[config.mk]
export PLATFORM = sky130hd
export DESIGN_NAME = apb_master_ctrl
export DESIGN_NICKNAME = d
export VERILOG_FILES = /design/src/rtl/apb_master_ctrl.sv
export SDC_FILE = /design/constraint.sdc
export NUM_CORES = 1
export LEC_CHECK = 0
export BUFFER_PORTS_ARGS = -buffer_cell sky130_fd_sc_hd__buf_2
export CORE_UTILIZATION = 48
export DETAILED_ROUTE_END_ITERATION = 8
export PLACE_DENSITY = 0.79
export SETUP_SLACK_MARGIN = 0.5
export SYNTH_ARGS = -nofsm -noshare
export SYNTH_HDL_FRONTEND = slang
export SYNTH_SLANG_ARGS = --single-unit
[constraint.sdc]
create_clock -name sys_clk -period 2.9 [get_ports sys_clk]
set_input_delay 0 -clock sys_clk [delete_from_list [all_inputs] [get_ports sys_clk]]
set_output_delay 0 -clock sys_clk [all_outputs]
set_load 0.005 [all_outputs]
[src/rtl/apb_master_ctrl.sv]
// APB master controller: turns a valid/ready command into one APB transfer
// (SETUP then ACCESS) and returns a single-cycle response strobe.
module apb_master_ctrl #(
  parameter int unsigned ADDR_W  = 8,
  parameter int unsigned TIMEOUT = 16
) (
  input  logic              sys_clk,
  input  logic              sys_reset,
  input  logic              cmd_valid,
  output logic              cmd_ready,
  input  logic              cmd_write,
  input  logic [ADDR_W-1:0] cmd_addr,
  input  logic [31:0]       cmd_wdata,
  output logic              rsp_valid,
  output logic [31:0]       rsp_rdata,
  output logic              rsp_err,
  output logic [15:0]       txn_count,
  output logic              psel,
  output logic              penable,
  output logic              pwrite,
  output logic [ADDR_W-1:0] paddr,
  output logic [31:0]       pwdata,
  input  logic [31:0]       prdata,
  input  logic              pready,
  input  logic              pslverr
);

  typedef enum logic [1:0] {StIdle, StSetup, StAccess} state_e;

  state_e     state;
  logic [7:0] wait_cnt;
  logic       timeout_hit;

  // True in the ACCESS cycle whose pready=0 edge would bring the counter to TIMEOUT.
  assign timeout_hit = (TIMEOUT != 0) && (({1'b0, wait_cnt} + 9'd1) == TIMEOUT[8:0]);

  always_ff @(posedge sys_clk or negedge sys_reset) begin
    if (!sys_reset) begin
      state     <= StIdle;
      cmd_ready <= 1'b0;
      psel      <= 1'b0;
      penable   <= 1'b0;
      pwrite    <= 1'b0;
      paddr     <= '0;
      pwdata    <= '0;
      rsp_valid <= 1'b0;
      rsp_rdata <= '0;
      rsp_err   <= 1'b0;
      txn_count <= '0;
      wait_cnt  <= '0;
    end else begin
      rsp_valid <= 1'b0;
      case (state)
        StIdle: begin
          cmd_ready <= 1'b1;
          if (cmd_valid && cmd_ready) begin
            state     <= StSetup;
            cmd_ready <= 1'b0;
            psel      <= 1'b1;
            pwrite    <= cmd_write;
            paddr     <= cmd_addr;
            pwdata    <= cmd_wdata;
          end
        end
        StSetup: begin
          state    <= StAccess;
          penable  <= 1'b1;
          wait_cnt <= '0;
        end
        StAccess: begin
          // pready is tested first so it wins over a coincident timeout.
          if (pready) begin
            state     <= StIdle;
            cmd_ready <= 1'b1;
            psel      <= 1'b0;
            penable   <= 1'b0;
            rsp_valid <= 1'b1;
            rsp_err   <= pslverr;
            rsp_rdata <= (!pwrite && !pslverr) ? prdata : 32'h0;
            txn_count <= txn_count + 16'd1;
          end else begin
            wait_cnt <= wait_cnt + 8'd1;
            if (timeout_hit) begin
              state     <= StIdle;
              cmd_ready <= 1'b1;
              psel      <= 1'b0;
              penable   <= 1'b0;
              rsp_valid <= 1'b1;
              rsp_err   <= 1'b1;
              rsp_rdata <= 32'h0;
              txn_count <= txn_count + 16'd1;
            end
          end
        end
        default: state <= StIdle;
      endcase
    end
  end

endmodule

-- Yosys cells after proc, flatten, opt, wreduce, memory -nomap -nowiden
Cells that the tools add are included.
- add/subtract/negate cells: 3
- equal/unequal tests: 6
- multiplexer cells: 24
- reductions and logical operators: 15
- operators by type and width (cell ; count):
    32-bit 2-to-1 mux ; 3
    16-bit 2-to-1 mux ; 2
    16-bit by 1-bit adder with 16-bit output, second input constant ; 1
    8-bit case mux with 2 select lines ; 1
    2-bit AND reduction ; 6
    1-bit 2-to-1 mux ; 10
    8-bit by 1-bit adder with 9-bit output, second input constant ; 1
    9-bit by 5-bit == test with 1-bit output, second input constant ; 1
    8-bit by 1-bit adder with 8-bit output, second input constant ; 1
    8-bit 2-to-1 mux ; 1
    2-bit 2-to-1 mux ; 3
    1-bit case mux with 2 select lines ; 3
    2-bit case mux with 3 select lines ; 1
    2-bit nonzero test ; 3
    2-bit != test, second input constant ; 2
    3-bit != test, second input constant ; 1
    3-bit AND reduction ; 1
    2-bit by 1-bit == test with 1-bit output, second input constant ; 1
    2-bit == test, second input constant ; 1
    1-bit logical AND ; 2
    1-bit zero test ; 2
    2-bit zero test ; 1
- bits in registers: 104
- bits of input ports: 78
- output and inout port bits: 94
- word-level logic and storage cells: 60

-- Longest topological paths before layout
Gate-level depths: netlist of run 1.
- word-level depth: 5
- gate-level depth with buffers: 8
- depth with buffers taken out: 6

-- Worst setup path before layout of run 1
Ideal clock, no wire load.
- path type: register -> register
- start point: register wait_cnt[0]
- end point: register rsp_rdata[0]
- setup time: 121 ps
- data arrival time: 2085 ps
- required time: 2779 ps
- slack: 695 ps
- cell stages (with the launch flop): 8
- path buffers: 2
- clock period less this slack: 2205 ps
- cell sequence: dfrtp_1 > and4_4 > a211o_1 > a2111oi_4 > o21ai_2 > buf_4 > buf_6 > a22o_1
- longest elaborated chain between the ends: 4
- RTL lines (element ; line ; text):
    start: declaration ; 31 ; logic [7:0] wait_cnt;
    start signal: assignment ; 82 ; wait_cnt <= wait_cnt + 8'd1;
    8-bit by 1-bit adder with 9-bit output ; 35 ; assign timeout_hit = (TIMEOUT != 0) && (({1'b0, wait_cnt} + 9'd1) == TIMEOUT[8:0]);
    9-bit by 5-bit == test with 1-bit output ; 35 ;
    2-bit nonzero test (no source line) ; -- ;
    2-bit AND reduction (no source line) ; -- ;
    end signal: assignment ; 79 ; rsp_rdata <= (!pwrite && !pslverr) ? prdata : 32'h0;
    end: declaration ; 15 ; output logic [31:0] rsp_rdata,
No other way between the ends.
A chain may end at the register's enable or synchronous reset.

-- Worst setup path after layout of run 1
- start point: register wait_cnt[0]
- end point: register rsp_rdata[21]
Same word-level chain as after synthesis.

==> results of run 1 <==
## Yosys cell counts (3+ instances only)
cell	number
dfrtp_1	104
mux2_2	41
inv_1	5
xnor2_1	16
buf_2	3
o211ai_1	10
a21oi_1	10
nor2b_1	3
nor2_1	7
and3_1	5
nand2_1	9
o2111ai_1	3
clkbuf_1	18
ha_1	3
nand3_1	7
o21ai_1	4
o21ai_0	6
a22o_1	32
nor4_1	4
nor3_1	6
nand4_1	3
## registers in the layout (all words and copies together) (netlist names)
name	flops
cmd_ready	1
paddr	8
penable	1
psel	1
pwdata	32
pwrite	1
rsp_err	1
rsp_rdata	32
rsp_valid	1
state	2
txn_count	16
wait_cnt	8
## worst min-delay path by stage
stage,start,to,depth (start not counted),slack [ns]
final,sys_reset,pwdata[29],2,0.23
after global routing,pready,txn_count[5],3,0.27
after CTS,pready,txn_count[6],3,0.24
after detailed placement,sys_reset,pwdata[26],1,0.12
after global placement,sys_reset,pwdata[26],1,0.11
after floorplan,sys_reset,cmd_ready,0,-0.30
## critical path, stage by stage (launching register included)
cell and delay (ns):
dfrtp_1 0.48, ha_1 0.29, nor3_1 0.21, a41oi_1 0.10, a2111oi_4 0.39, o21ai_2 0.17, buf_6 0.24, a22o_1 0.26
## power groups by stage
stage / Clock [µW] / Sequential, µW / Combinational (µW)
2_1_floorplan: 0 / 2360 / 897
3_3_place_gp: 0 / 2360 / 1640
3_5_place_dp: 0 / 2380 / 1700
4_1_cts: 943 / 2370 / 1770
5_1_grt: 1010 / 2450 / 1940
6_report: 923 / 2380 / 1790
## logic make-up (layout without fill, tap and decap cells)
family	after synthesis	after routing	synth area share, %
multiplexers	43	43	11.3
buffers and inverters	29	274	3.07
XOR/XNOR	17	17	3.47
flip-flops	104	104	60.7
AO/OA/AOI/OAI	77	77	14.0
adder cells (fa/ha/maj)	3	3	0.876
AND/OR/NAND/NOR	52	52	6.57
## routing by layer
metal  track usage [%]  vias to the layer above
met1              31.1                     1820
met4              10.7                        0
met5                 0                        -
li1                  -                     1673
met3              4.38                       22
met2              40.4                      101
## cell usage in the layout, fill, tap and decap left out, drive strengths merged, types with 2 or more instances in the layout
cell | synthesis | final
nand3 | 7 | 7
o211ai | 10 | 10
o21ai | 11 | 11
clkinv | 0 | 3
ha | 3 | 3
a21oi | 10 | 10
nand2 | 9 | 9
xnor2 | 16 | 16
buf | 6 | 177
inv | 5 | 8
nor3 | 6 | 6
nor2 | 7 | 7
nand4 | 3 | 3
o311ai | 2 | 2
dlygate4sd3 | 0 | 76
clkbuf | 18 | 9
and3 | 5 | 5
mux2 | 42 | 42
dfrtp | 104 | 104
nor2b | 3 | 3
nor4 | 4 | 4
a22o | 32 | 32
o2111ai | 3 | 3
and4 | 3 | 3
## area by class of cell
type	count	area (µm²)
clock buffer	9	124
clock inverter	7	77.6
fill	604	2480
inverter	5	18.8
multi-input combinational	192	1560
sequential	104	2600
tap	108	135
timing repair buffer	253	1680
## timing repair
action	in CTS	in global routing
endpoints found under the setup margin	0	32
gates resized for setup	0	1
endpoints found under the hold margin	133	0
hold buffers	76	0
## through the flow
stage / hold slack (ns) / util [%] / worst slack [ns] / instances
2_1_floorplan: -0.296 / - / 0.695 / 325
3_3_place_gp: 0.111 / 60.3 / 0.698 / 586
3_5_place_dp: 0.116 / 60.3 / 0.630 / 586
4_1_cts: 0.244 / 71.4 / 0.613 / 678
5_1_grt: 0.270 / 71.4 / 0.511 / 678
6_report: 0.228 / 71.4 / 0.645 / 678
==> metrics.md, run 1 <==
| Metric | Value |
|---|---|
| Element type at the critical path end | flip-flop |
| Switching power total | 1670 µW |
| Crit path launch | wait_cnt[0] |
| GRT overflow | 0 |
| Root Buffer | clkbuf_8 |
| VDD IR max | 450 µV |
| Overall Global Routing Usage | 24.3% |
| Max transition margin | 49.9% |
| Latest clock arrival within the worst-skew pair | 0.36 ns |
| Final hold vios | 0 |
| Final Max Slew Viols | 0 |
| Synth Register Bits | 104 |
| Core ar. | 8680 µm² |
| Setup Skew | 0.0128 ns |
| Die width | 96.5 µm |
| CP Max Fanout | 33 |
| Total chip power | 5090 µW |
| Placed Area | 5230 µm² |
| Count of different cell masters after synthesis | 44 |
| Syn Nets | 406 |
| IO buf count | 171 |
| Status | completed |
| H-tree depth | 3 |
| First-pass GRT wire length | 17100 µm |
| Postcts setup bufs | 0 |
| CP arrival | 2.50 ns |
| Startpoint types | flip-flop |
| Reg2Reg Launch Point | wait_cnt[0] |
| Async set-reset flop share out of synthesis | 100% |
| Inserted Diodes | 0 |
| Post-DP HPWL | 6660 µm |
| Initial DRC count | 187 |
| Clk sinks | 104 |
| Area contributors post-synth | dfrtp_1 61%, mux2_2 11%, a22o_1 6.5% |
| Mapped Avg Cell Area | 13.2 µm² |
| Post-route ant nets | 0 |
| Via count | 3616 |
| Vias in the first global route | 3529 |
| Post-synth top area share | 60.7% |
| Internal Pwr Total | 3420 µW |
| Total negative setup slack | 0 ns |
| Sw frac | 32.9% |
| CTS clk-pin slew, worst paths | 0.10 ns |
| Maximum clock frequency | 0.443 GHz |
| I/O pin count | 172 |
| Layout overhead on the synthesized area | 44.6% |
| Die ar. | 9310 µm² |
| Nets@finish | 646 |
| Hold WC Path Type | primary input to asynchronous set/reset pin |
| WP data required | 3.14 ns |
| CTS tree | done |
| MaxCap Viol Count | 0 |
| Leakage | 0.00303 µW |
| PD cells | 822 nW/µm² |
| Post-route cell area | 6200 µm² |
| R2R depth | 7 |
| Endpoints failing setup | 0 |
| Met2 wire length | 5830 µm |
| Rows | 34 |
| Vias/cell | 5.33 |
| Crit Reg-Reg Endpoint | rsp_rdata[21] |
| Post-route minimum period | 2.26 ns |
| Drt first pass iters | 4 |
| Worst slew pin tran | 0.751 ns |
| Critical path class | flip-flop to flip-flop |
| Syn. warnings | 0 |
| Metal3 WL | 406 µm |
| Initial Utilization | 49.4% |
| Placer congestion estimate | 0.799 |
| Routed WL per cell | 16.2 µm |
| Area leader, netlist | dfrtp_1 |
| Final wirelength | 11000 µm |
| CP endpoint | rsp_rdata[21] |
| Drt drc | 0 |
| Comb pwr share | 35.1% |
| Layout cells sized above 1 | 42.3% |
| Largest net degree at the start of global routing | 60 |
| Sequential power share | 46.8% |
| Syn Inst Count | 325 |
| Flop-to-flop setup slack | 0.64 ns |
| Area of the mapped netlist | 4290 µm² |
| Number of flops mapped to enable cells by yosys | 0 |
| Wire length on met1 | 4490 µm |
| Most used DFF post-synth | dfrtp_1 |
| Final Cycle Share | 77.8% |
| Clock share of power | 18.1% |
| RSZ-0062 raised after global routing | false |
| Initial antenna violation count | 0 |
| Clock Path Buffers | 2 |
| Clock buffers created by TritonCTS | 9 |
| Max Used Layer | met4 |
| Sequential element share of the synthesized area | 60.7% |
| Die Height | 96.5 µm |
Power figures use the tool's default switching activity.
==> inputs of run 2 (changes only) <==
==> constraint.sdc (replaced) <==
create_clock -name sys_clk -period 2.32 [get_ports sys_clk]
set_input_delay 0 -clock sys_clk [delete_from_list [all_inputs] [get_ports sys_clk]]
set_output_delay 0 -clock sys_clk [all_outputs]
set_load 0.005 [all_outputs]
==> run 2 against run 1 <==
  * Clock power rose by 34%
  * Sequential share of layout area fell by 1.5 points
  * Largest cell class unchanged
  * Register-to-register slack got worse by 0.40 ns
  * Via count rose by 2.0%
  * Critical path type unchanged
  * Final area rose by 3.8%
  * Flip-flop and latch count did not move
  * Total power rose by 31%
  * Utilization rose by 2.7 points
==> metrics.md, run 2 (synthesis gave the netlist of run 1 again) <==
| Metric | Value |
|---|---|
| Latest clock arrival within the worst-skew pair | 0.36 ns (about the same) |
| WP data required | 2.56 ns (-0.58 ns) |
| Drt drc | 0 (unchanged) |
| Total negative setup slack | 0 ns (unchanged) |
| Startpoint types | flip-flop |
| Met1 GRT Util | 30.7% (-0.48 points) |
| Overall Global Routing Usage | 25.2% (+0.91 points) |
| VDD IR max | 673 µV (+50%) |
| GRT overflow | 0 (unchanged) |
| Die Height | 96.5 µm (unchanged) |
| Fill count | 595 (-1.5%) |
| GRT Max-Usage Layer | met2 |
| Post-route ant nets | 0 (unchanged) |
| Commonest non-fill, non-tap cell in the layout | buf_2 |
| Core ar. | 8680 µm² (unchanged) |
| Final Max Slew Viols | 0 (unchanged) |
| Clock Path Buffers | 2 (unchanged) |
| Maximum clock frequency | 0.483 GHz (+8.9%) |
| Most frequent cells in the layout | 170 x buf_2, 101 x dfrtp_1, 75 x dlygate4sd3_1, 41 x mux2_2, 32 x a22o_1 |
| Element type at the critical path end | flip-flop |
| Status | completed |
| CTS tree | done |
| Sw frac | 32.6% (-0.28 points) |
| Drt first pass iters | 6 (+2) |
| Vias/cell | 5.32 (-0.16%) |
| Largest regs | pwdata: 32 flops, rsp_rdata: 32 flops, txn_count: 16 flops |
| MaxCap Viol Count | 0 (unchanged) |
| PD cells | 1040 nW/µm² (+26%) |
| Rows | 34 (unchanged) |
| Multi-input gate area | 1640 µm² (+5.4%) |
| Vias in the first global route | 3632 (+2.9%) |
| Placer congestion estimate | 0.813 (+1.7%) |
| RSZ-0062 raised after global routing | true |
| CP max stage cell | dfrtp_2 |
| Root Buffer | clkbuf_8 |
| GR Util met2 | 44.1% (+3.8 points) |
| Nets@finish | 661 (+2.3%) |
| Clock share of power | 18.6% (+0.5 points) |
| Worst slew pin tran | 0.858 ns (+0.106 ns) |
| Via count | 3690 (+2.0%) |
| Leakage | 0.00312 µW (+2.7%) |
| H-tree depth | 3 (unchanged) |
| Final hold vios | 0 (unchanged) |
| Setup Skew | 0.0152 ns (+0.00247 ns) |
| Internal Pwr Total | 4500 µW (+31%) |
| Initial antenna violation count | 0 (unchanged) |
| CP arrival | 2.32 ns (-0.18 ns) |
| Clock buffers created by TritonCTS | 9 (unchanged) |
| I/O pin count | 172 (unchanged) |
| Critical path class | flip-flop to flip-flop |
| Largest net degree at the start of global routing | 70 (+17%) |
| Register area | 2610 µm² (+0.14%) |
| Die ar. | 9310 µm² (unchanged) |
| Setup slack after placement | 0.130 ns (-0.501 ns) |
| First-pass GRT wire length | 17600 µm (+3.4%) |
| Final setup margin | 0.249 ns (-0.396 ns) |
| CTS clk-pin slew, worst paths | 0.09 ns (about the same) |
| Worst path max stage delay | 0.47 ns (about the same) |
| Comb pwr share | 37.4% (+2.3 points) |
| Clk sinks | 104 (unchanged) |
| Initial Utilization | 49.4% (unchanged) |
| IO buf count | 171 (unchanged) |
| Die width | 96.5 µm (unchanged) |
| Layout overhead on the synthesized area | 50.1% |
| Post-route minimum period | 2.07 ns (-0.184 ns) |
| GRT met3 Usage | 4.23% (-0.16 points) |
| Routed WL per cell | 16.9 µm (+4.6%) |
| Inserted Diodes | 0 (unchanged) |
| Sequential power share | 44.0% (-2.8 points) |
| Post-DP HPWL | 6690 µm (+0.37%) |
| Hold WC Path Type | primary input to flip-flop |
| Max transition margin | 42.8% (-7.1 points) |
| Worst path cell trace | and4_4 > a211o_1 > a2111oi_4 > buf_4 > o21ai_4 > buf_12 > a22o_1 |
| Final Cycle Share | 89.3% (+11 points) |
| Layout cells sized above 1 | 46.2% (+3.9 points) |
| CP Max Fanout | 29 (-12%) |
| Initial DRC count | 170 (-9.1%) |
| Final wirelength | 11700 µm (+6.9%) |
| Endpoints failing setup | 0 (unchanged) |
| Switching power total | 2170 µW (+30%) |
[run 2: metal layers]
layer	up-vias	routed length, µm
met4	0	331
met3	25	594
met2	134	6370
li1	1697	-
met1	1834	4450
met5	-	0
[run 2: final timing paths]
check	start	to	slack, ns	cells past startpoint
setup / recovery	wait_cnt[3]	rsp_rdata[22]	0.25	7
max in group asynchronous	sys_reset	wait_cnt[3]	1.23	3
min in group asynchronous	sys_reset	pwdata[4]	0.31	2
hold / removal	pready	rsp_err	0.1	3
setup reg to reg	wait_cnt[3]	rsp_rdata[22]	0.25	7
hold reg to reg	txn_count[15]	txn_count[15]	0.48	1
[run 2: power by group through the flow]
stage	clock network, µW	registers, µW	logic (µW)
final	1240	2940	2490
after detailed placement	0	2930	2260
after CTS	1270	2900	2420
after floorplan	0	2960	1150
after global placement	0	2910	2170
after global routing	1350	3030	2700
[run 2: worst max-delay path, delay by kind of cell, from the launching register on]
kind                   cells  cell delay [ns]
flip-flops                 1             0.47
buffers and inverters      2             0.40
AO/OA/AOI/OAI              4             0.90
AND/OR/NAND/NOR            1             0.20
[run 2: what timing repair did]
item	CTS	global route
setup endpoints to repair	54	54
gates resized for setup	3	15
endpoints found under the hold margin	140	0
pin swaps	2	9
gates cloned	0	1
buffers inserted	7	2
hold buffers	75	0
[run 2: layout make-up]
| class | count | area share [%] |
|---|---|---|
| sequential | 104 | 40.5 |
| timing repair buffer | 268 | 28.2 |
| multi-input combinational | 192 | 25.5 |
| tap | 108 | 2.10 |
| clock buffer | 10 | 1.98 |
| clock inverter | 6 | 1.40 |
| inverter | 5 | 0.292 |
[run 2: stage by stage]
step                      util (%)  instances  power, µW  hold slack [ns]  area [µm²]
after floorplan                  -        325       4110           -0.296        4320
after global placement        61.2        592       5080            0.149        5310
after detailed placement      61.2        592       5190            0.163        5310
after CTS                     73.1        690       6580           0.0785        6340
after global routing          74.1        693       7080           0.0800        6430
final                         74.1        693       6670           0.0977        6430
==> inputs of run 3 (changes only) <==
--- a/config.mk
+++ b/config.mk
@@ -8,6 +8,7 @@
 export BUFFER_PORTS_ARGS = -buffer_cell sky130_fd_sc_hd__buf_2
 export CORE_UTILIZATION = 48
 export DETAILED_ROUTE_END_ITERATION = 8
+export MAX_ROUTING_LAYER = met4
 export PLACE_DENSITY = 0.79
 export SETUP_SLACK_MARGIN = 0.5
 export SYNTH_ARGS = -nofsm -noshare
==> constraint.sdc (replaced) <==
create_clock -name sys_clk -period 2.32 [get_ports sys_clk]
set_input_delay 0 -clock sys_clk [delete_from_list [all_inputs] [get_ports sys_clk]]
set_output_delay 0 -clock sys_clk [all_outputs]
set_load 0.01 [all_outputs]
==> run 3 against run 2 <==
  * Final cell count did not move
  * Non-clock buffer count unchanged
  * Final area is 0.82% lower
  * Hold slack better by 0.051 ns
  * Clock-buffer cell count rose by 2
  * Register-to-register slack gained 0.02 ns
  * Utilization is 0.61 points lower
  * Fmax is 1.1% higher
  * Sequential share of layout area increased by 0.33 points
  * Total power up 2.2%
  * Worst setup slack improved by 0.023 ns
==> metrics.md, run 3 (synthesis gave the netlist of run 1 again) <==
| Metric | Value |
|---|---|
| Layout overhead on the synthesized area | 48.8% |
| Final wirelength | 11800 µm (+0.20%) |
| Worst path cell trace | and4_4 > a211o_1 > a2111oi_4 > o21ai_4 > buf_12 > a22o_1 |
| CP arrival | 2.29 ns (-0.03 ns) |
| Largest regs | pwdata: 32 flops, rsp_rdata: 32 flops, txn_count: 16 flops |
| Final Cycle Share | 88.3% (-1.0 points) |
| Total negative setup slack | 0 ns (unchanged) |
| Setup slack after placement | 0.169 ns (+0.0397 ns) |
| Die ar. | 9310 µm² (unchanged) |
| Overall Global Routing Usage | 27.5% (+2.3 points) |
| Die Height | 96.5 µm (unchanged) |
| Fill count | 584 (-1.8%) |
| Core ar. | 8680 µm² (unchanged) |
| Hold WC Path Type | primary input to asynchronous set/reset pin |
| Worst slew pin tran | 0.577 ns (-0.281 ns) |
| First-pass GRT wire length | 18800 µm (+6.4%) |
| Leakage | 0.00311 µW (-0.21%) |
| Drt first pass iters | 5 (-1) |
| Latest clock arrival within the worst-skew pair | 0.36 ns (about the same) |
| Reg2Reg Launch Point | wait_cnt[1] |
| Placer congestion estimate | 0.887 (+9.1%) |
| Final Max Slew Viols | 0 (unchanged) |
| Post-route cell area | 6380 µm² (-0.82%) |
| CP max stage cell | dfrtp_2 |
| Nets@finish | 661 (unchanged) |
| WP buf/inv | 1 (-1) |
| Critical path class | flip-flop to flip-flop |
| Drt drc | 0 (unchanged) |
| RSZ-0062 raised after global routing | true |
| Routed WL per cell | 17.0 µm (+0.20%) |
| Vias in the first global route | 3868 (+6.5%) |
| Final hold vios | 0 (unchanged) |
| Placed Area | 5320 µm² (+0.14%) |
| Rows | 34 (unchanged) |
| Post-DP HPWL | 7020 µm (+5.0%) |
| H-tree depth | 3 (unchanged) |
| VDD IR max | 631 µV (-6.2%) |
| Max transition margin | 61.5% (+19 points) |
| GRT overflow | 0 (unchanged) |
| Vias/cell | 5.37 (+0.89%) |
| Crit Reg-Reg Endpoint | rsp_rdata[29] |
| Startpoint types | flip-flop |
| Worst path max stage delay | 0.45 ns (-0.02 ns) |
| Status | completed |
| Setup Skew | 0.0176 ns (+0.00233 ns) |
| CTS clk-pin slew, worst paths | 0.10 ns (about the same) |
| Largest net degree at the start of global routing | 45 (-36%) |
| Via count | 3723 (+0.89%) |
| Final setup margin | 0.272 ns (+0.0233 ns) |
| I/O pin count | 172 (unchanged) |
| Inserted Diodes | 0 (unchanged) |
| Root Buffer | clkbuf_8 |
| Maximum clock frequency | 0.488 GHz (+1.1%) |
| Clock Path Buffers | 2 (unchanged) |
| WP data required | 2.56 ns (about the same) |
| Multi-input gate area | 1610 µm² (-2.1%) |
| Clk sinks | 104 (unchanged) |
| CP Max Fanout | 33 (+14%) |
| IO buf count | 171 (unchanged) |
| Worst path top cell family by delay | compound AO/OA/AOI/OAI gates |
| Flop-to-flop setup slack | 0.27 ns (+0.02 ns) |
| Element type at the critical path end | flip-flop |
| Util after Layout | 73.5% (-0.61 points) |
| Endpoints failing setup | 0 (unchanged) |
| Clock buffers created by TritonCTS | 9 (unchanged) |
| CTS tree | done |
| MaxCap Viol Count | 0 (unchanged) |
| Post-route minimum period | 2.05 ns (-0.0233 ns) |
| Register area | 2610 µm² (unchanged) |
| Die width | 96.5 µm (unchanged) |
| PD cells | 1070 nW/µm² (+3.0%) |
| Post-route ant nets | 0 (unchanged) |
| R2R depth | 6 (-1) |
| Initial DRC count | 143 (-16%) |
| Layout cells sized above 1 | 45.1% (-1.0 points) |
| Initial Utilization | 49.4% (unchanged) |
| Commonest non-fill, non-tap cell in the layout | buf_2 |
| Most frequent cells in the layout | 170 x buf_2, 101 x dfrtp_1, 75 x dlygate4sd3_1, 41 x mux2_2, 32 x a22o_1 |
| Initial antenna violation count | 0 (unchanged) |
run 3: changes by cell type in the layout (fill, tap and decap cells not counted), sizes merged:
cell and change:
bufinv -1, clkbuf +2, inv -2, clkinvlp +1
run 3: worst max-delay path by stage:
stage	from	to	slack, ns	cells after the start
floorplan	wait_cnt[2]	rsp_rdata[0]	0.21	8
detailed placement	wait_cnt[0]	rsp_rdata[19]	0.17	7
global route	wait_cnt[0]	rsp_rdata[29]	0.20	7
finish	wait_cnt[1]	rsp_rdata[29]	0.27	6
global placement	wait_cnt[0]	rsp_rdata[23]	0.25	7
CTS	wait_cnt[1]	rsp_rdata[29]	0.30	6
run 3: area by class of cell:
class | instances | area share (%)
Timing Repair Buffer | 268 | 28.4
Sequential cell | 104 | 40.9
Clock buffer | 12 | 2.28
Tap cell | 108 | 2.12
Clock inverter | 4 | 0.843
Multi-Input combinational cell | 192 | 25.2
Inverter | 5 | 0.294
run 3: metal layers:
metal  part of all wire (%)  vias to the layer above  GRT usage, %
li1                       -                     1705             -
met1                     38                     1851          31.2
met2                     55                      130          47.7
met3                    4.1                       37          4.30
met4                    3.2                        0          12.9
met5                      0                        -             -
run 3: what timing repair did:
action / in CTS / in global routing
setup endpoints to repair: 53 / 54
setup buffers: 9 / 0
resized for setup: 6 / 5
hold buffers: 75 / 0
hold endpoints to repair: 115 / 0
pin swaps: 2 / 1
run 3: power breakdown:
| part | internal, µW | switching, µW |
|---|---|---|
| Clock | 532 | 588 |
| Combinational | 1400 | 1370 |
| Sequential | 2500 | 417 |
| Total | 4440 | 2370 |
run 3: through the flow:
step / hold WS, ns / total power [µW] / instances
finish: 0.149 / 6810 / 693
CTS: 0.151 / 6770 / 693
floorplan: -0.296 / 4370 / 325
detailed placement: 0.0244 / 5480 / 593
global placement: 0.0221 / 5360 / 593
global route: 0.167 / 7190 / 693
